--- src/rtl/uart_tx_arb.sv ---
// Round-robin arbiter that lets several packet sources share one UART
// transmitter. A granted source keeps the transmitter for a whole packet
// (until a byte with s_last is accepted) or until it has left s_valid low
// for IDLE_TIMEOUT consecutive cycles, in which case it is dropped and
// abort pulses for one cycle.
module uart_tx_arb #(
  parameter int NUM_REQ      = 2,
  parameter int DATA_BITS    = 8,
  parameter int IDLE_TIMEOUT = 1024
) (
  input  logic                         clk,
  input  logic                         rst,
  input  logic [NUM_REQ-1:0]           s_valid,
  input  logic [NUM_REQ*DATA_BITS-1:0] s_data,
  input  logic [NUM_REQ-1:0]           s_last,
  output logic [NUM_REQ-1:0]           s_ready,
  output logic                         m_valid,
  output logic [DATA_BITS-1:0]         m_data,
  input  logic                         m_ready,
  output logic [NUM_REQ-1:0]           grant,
  output logic                         abort
);

  localparam int IDX_W = $clog2(NUM_REQ);
  localparam int CNT_W = $clog2(IDLE_TIMEOUT + 1);
  localparam logic [CNT_W-1:0] CNT_MAX = CNT_W'(IDLE_TIMEOUT);

  typedef enum logic {ARB, OWN} state_t;

  state_t            state;
  state_t            state_next;
  logic [IDX_W-1:0]  owner;
  logic [IDX_W-1:0]  owner_inc;
  logic [IDX_W-1:0]  rr_ptr;
  logic [IDX_W-1:0]  pick_idx;
  logic [IDX_W-1:0]  cand;
  logic              pick_found;
  logic [CNT_W-1:0]  idle_cnt;
  logic [CNT_W-1:0]  idle_next;
  logic              owner_valid;
  logic              xfer_last;
  logic              timeout_hit;

  assign owner_valid = s_valid[owner];
  assign owner_inc   = (owner == IDX_W'(NUM_REQ - 1)) ? '0 : owner + 1'b1;
  assign idle_next   = (idle_cnt == CNT_MAX) ? idle_cnt : idle_cnt + 1'b1;
  assign xfer_last   = (state == OWN) && owner_valid && m_ready && s_last[owner];
  assign timeout_hit = (state == OWN) && !owner_valid && (idle_next == CNT_MAX);

  // Round-robin search: first valid requester at or after rr_ptr, wrapping.
  always_comb begin
    pick_found = 1'b0;
    pick_idx   = '0;
    cand       = rr_ptr;
    for (int k = 0; k < NUM_REQ; k++) begin
      if (!pick_found && s_valid[cand]) begin
        pick_found = 1'b1;
        pick_idx   = cand;
      end
      cand = (cand == IDX_W'(NUM_REQ - 1)) ? '0 : cand + 1'b1;
    end
  end

  // State register.
  always_ff @(posedge clk or negedge rst) begin
    if (!rst) state <= ARB;
    else      state <= state_next;
  end

  // Next state: claim on any request, give back on last byte or timeout.
  always_comb begin
    state_next = state;
    case (state)
      ARB: if (pick_found) state_next = OWN;
      OWN: if (xfer_last || timeout_hit) state_next = ARB;
      default: state_next = ARB;
    endcase
  end

  // Owner, grant, round-robin pointer, idle counter and the abort pulse.
  always_ff @(posedge clk or negedge rst) begin
    if (!rst) begin
      owner    <= '0;
      grant    <= '0;
      rr_ptr   <= '0;
      idle_cnt <= '0;
      abort    <= 1'b0;
    end else begin
      abort <= 1'b0;
      case (state)
        ARB: begin
          idle_cnt <= '0;
          if (pick_found) begin
            owner <= pick_idx;
            grant <= NUM_REQ'(1) << pick_idx;
          end
        end
        OWN: begin
          idle_cnt <= owner_valid ? '0 : idle_next;
          if (xfer_last || timeout_hit) begin
            grant  <= '0;
            rr_ptr <= owner_inc;
          end
          if (timeout_hit) abort <= 1'b1;
        end
        default: idle_cnt <= '0;
      endcase
    end
  end

  // Forward the owner's stream straight through; everything idle in ARB.
  always_comb begin
    m_valid = 1'b0;
    m_data  = '0;
    s_ready = '0;
    if (state == OWN) begin
      m_valid        = owner_valid;
      m_data         = s_data[owner*DATA_BITS +: DATA_BITS];
      s_ready[owner] = m_ready;
    end
  end

endmodule

--- config.mk ---
export PLATFORM = sky130hd
export DESIGN_NAME = uart_tx_arb
export DESIGN_NICKNAME = d
export VERILOG_FILES = /design/src/rtl/uart_tx_arb.sv
export SDC_FILE = /design/constraint.sdc
export NUM_CORES = 1
export LEC_CHECK = 0
export CORE_MARGIN = 2
export CORE_UTILIZATION = 30
export DETAILED_ROUTE_END_ITERATION = 7
export RECOVER_POWER = 100
export SKIP_CTS_REPAIR_TIMING = 1
export SYNTH_ARGS = -nofsm -noshare
export SYNTH_HDL_FRONTEND = slang
export SYNTH_SLANG_ARGS = --single-unit
--- constraint.sdc ---
create_clock -name clk -period 4.8 [get_ports clk]
set_input_delay 0.72 -clock clk [delete_from_list [all_inputs] [get_ports clk]]
set_output_delay 0.72 -clock clk [all_outputs]
set_load 0.005 [all_outputs]
==> flow_summary.json <==
{
  "cts-root-buf": "clkbuf_8",
  "die_x_um": 65.1,
  "antenna_cells": 0,
  "die-height_um": 65.1,
  "rr_startpoint": "owner$_DFFE_PN0P_",
  "synthCells": 125,
  "synth.most_common_cell": "nor2_1",
  "pre_cts_ws_ps": 2030,
  "dp.cells": 201,
  "maxCapViolCount": 0,
  "portBuffers": 36,
  "synthXorXnorAreaFrac": 0.0860,
  "synth_seq_cells": 17,
  "grt_pass1_wl_um": 4330,
  "cts_made_buffers": 3,
  "hpwl_um": 1920,
  "ff2ff_setup_slack_ps": 2260,
  "finClkSkew_ps": 4.22,
  "required_ps": 4080,
  "powerDensity_nw_per_um2": 358,
  "firstDrtPassIters": 4,
  "clk_path_buf_depth": 2,
  "async_flop_share": 1.00,
  "grt_pass1_vias": 1040,
  "yosysWarnings": 0,
  "synthTopCellsByArea": "dfrtp_1 (38%), mux2i_1 (8.9%), nor2_1 (8.0%)",
  "synth_nets": 150,
  "antenna_found_initial": 0,
  "rows": 22,
  "grt_use_met1": 0.155,
  "rr_worst_depth": 5,
  "finalSetupViolations": 0,
  "track_usage": 0.128,
  "routed_via_density": 4.88,
  "syn_area_um2": 1120,
  "fmax_mhz": 340,
  "cts_sinks": 17,
  "grt-ovfl-total": 0,
  "drt_iter0_drc": 23,
  "synth_largest_area_cell": "dfrtp_1",
  "die_area_um2": 4240,
  "hold_end": "grant[1]$_DFFE_PN0P_",
  "worst_ep_arrival_time_ps": 2220,
  "grtUsageMet2": 0.229,
  "fin_cells": 205,
  "cellLeakagePower_nw": 0.656,
  "peakVddDrop_v": 0.000174,
  "min_path_cells": 2,
  "start_util": 0.308,
  "hp-class": "reg -> reg",
  "drc_errors": 0,
  "finalSetupTns_ps": 0,
  "cts_tree": "yes",
  "synth_top_family_by_area": "simple AND/OR/NAND/NOR gates",
  "synth_top_flop_cell": "dfrtp_1",
  "worst_slack_ps": 1860,
  "holdWs_ps": 536,
  "place.gp.congestion": 0.807,
  "synth_fa_ha_area_frac": 0.0223,
  "synth_edf_count": 0,
  "yosysSeqAreaShare": 0.380,
  "startpoint": "s_valid[1]",
  "ys_top_cells_by_count": "nor2_1 (24), dfrtp_1 (17), mux2i_1 (10)",
  "grt_max_degree": 18,
  "layout_min_cycle_time_ps": 2940,
  "synth-compound-area-share": 0.123,
  "r2r_end": "rr_ptr$_DFFE_PN0P_",
  "core_region_area_um2": 3630,
  "critPathMaxFanout": 6,
  "grt.busiest_layer": "met2",
  "relSlewSlack": 0.487,
  "critPathKind": "in -> out",
  "syn_avg_cell_area_um2": 8.96,
  "worst_setup_path_start_kind": "input pin",
  "antenna_left": 0,
  "clk_latency_ps": 260,
  "tightest_slew_ps": 767,
  "hold_viol_final": 0,
  "wl_um": 2510,
  "yosysUniqueCellTypes": 37,
  "slew_viol_final": 0,
  "endpoint_kind": "primary output",
  "fin_nets": 183,
  "wl_per_cell_um": 12.2,
  "clk_pin_slew_ps": 70,
  "fin_util": 0.421,
  "dr_total_vias": 1001,
  "synth.area.mux_share": 0.0894,
  "rsz0062_at_grt": "false",
  "io_pins": 37,
  "drive_gt1_frac": 0.0446,
  "use_met3": 0.0394,
  "yosys.area.top_type_share": 0.380,
  "yosys.area_share.simple": 0.238,
  "htree_levels": 1,
  "areaGrowthSynthToFinish_pct": 36.8,
  "min-delay-start": "grant[1]$_DFFE_PN0P_",
  "fin_crit_sh": 0.612,
  "status": "finished, final reports clean"
}
sequential cells by signal, indices dropped and copies added, names as in the netlist:
name / flops
grant: 2
idle_cnt: 11
rr_ptr: 1
abort: 1
owner: 1
state: 1
area by class of cell:
class                   instances  area (um^2)
clock inverters                 1         7.51
flip-flops and latches         17          425
fillers                       388         2100
repair buffers                 36          360
inverters                       8         30.0
well taps                      48         60.1
clock buffers                   3         41.3
multi-input cells              92          607
layer usage:
layer / share of wire / vias to the layer above / wire [um]
met5: 0 / - / 0
met4: 0.0036 / 0 / 9
met3: 0.067 / 2 / 169
met2: 0.47 / 45 / 1190
met1: 0.45 / 456 / 1140
li1: - / 498 / -
how the worst max path moves through the flow:
stage                     end  slack (ps)  cells after the start
floorplan           m_data[1]        2880                      4
global placement      m_valid        2020                      4
detailed placement    m_valid        2030                      4
CTS                   m_valid        2020                      4
global route          m_valid        1820                      4
finish                m_valid        1860                      4
critical path, stage by stage:
cell	delay, ps
dlygate4sd3_1	610
mux2i_1	250
nor2_1	60
dlygate4sd3_1	580
through the flow:
| stage | instance area [um^2] | total power (W) |
|---|---|---|
| 2_1_floorplan | 1120 | 0.000356 |
| 3_3_place_gp | 1500 | 0.000469 |
| 5_1_grt | 1530 | 0.000592 |
| 3_5_place_dp | 1500 | 0.000470 |
| 4_1_cts | 1550 | 0.000588 |
| 6_report | 1530 | 0.000548 |
layout by cell type, fill, tap and decap left out, types with 2 or more instances in the layout:
cell type / instances
clkdlybuf4s50_1: 20
ha_1: 2
dfrtp_1: 17
and4_4: 2
clkbuf_8: 3
xor2_1: 4
nand4_1: 5
nor2_1: 24
nor3b_1: 2
inv_1: 7
and3_1: 2
dlygate4sd3_1: 16
nand3_1: 4
a21oi_1: 3
o21ai_0: 4
nand2_1: 6
mux2i_1: 10
xnor2_1: 7
power breakdown:
group / internal [W] / switching (W) / total [W]
Clock: 0.0000585 / 0.0000544 / 0.000113
Sequential: 0.000166 / 0.0000509 / 0.000217
Combinational: 0.000130 / 0.0000890 / 0.000218
Total: 0.000354 / 0.000194 / 0.000548
kinds of logic after synthesis:
logic type,after synthesis
AND/OR/NAND/NOR,52
AO/OA/AOI/OAI,17
multiplexers,10
buffers and inverters,16
XOR/XNOR,11
flip-flops,17
adder cells (fa/ha/maj),2
Note: power is estimated with default switching activity, not from simulation.
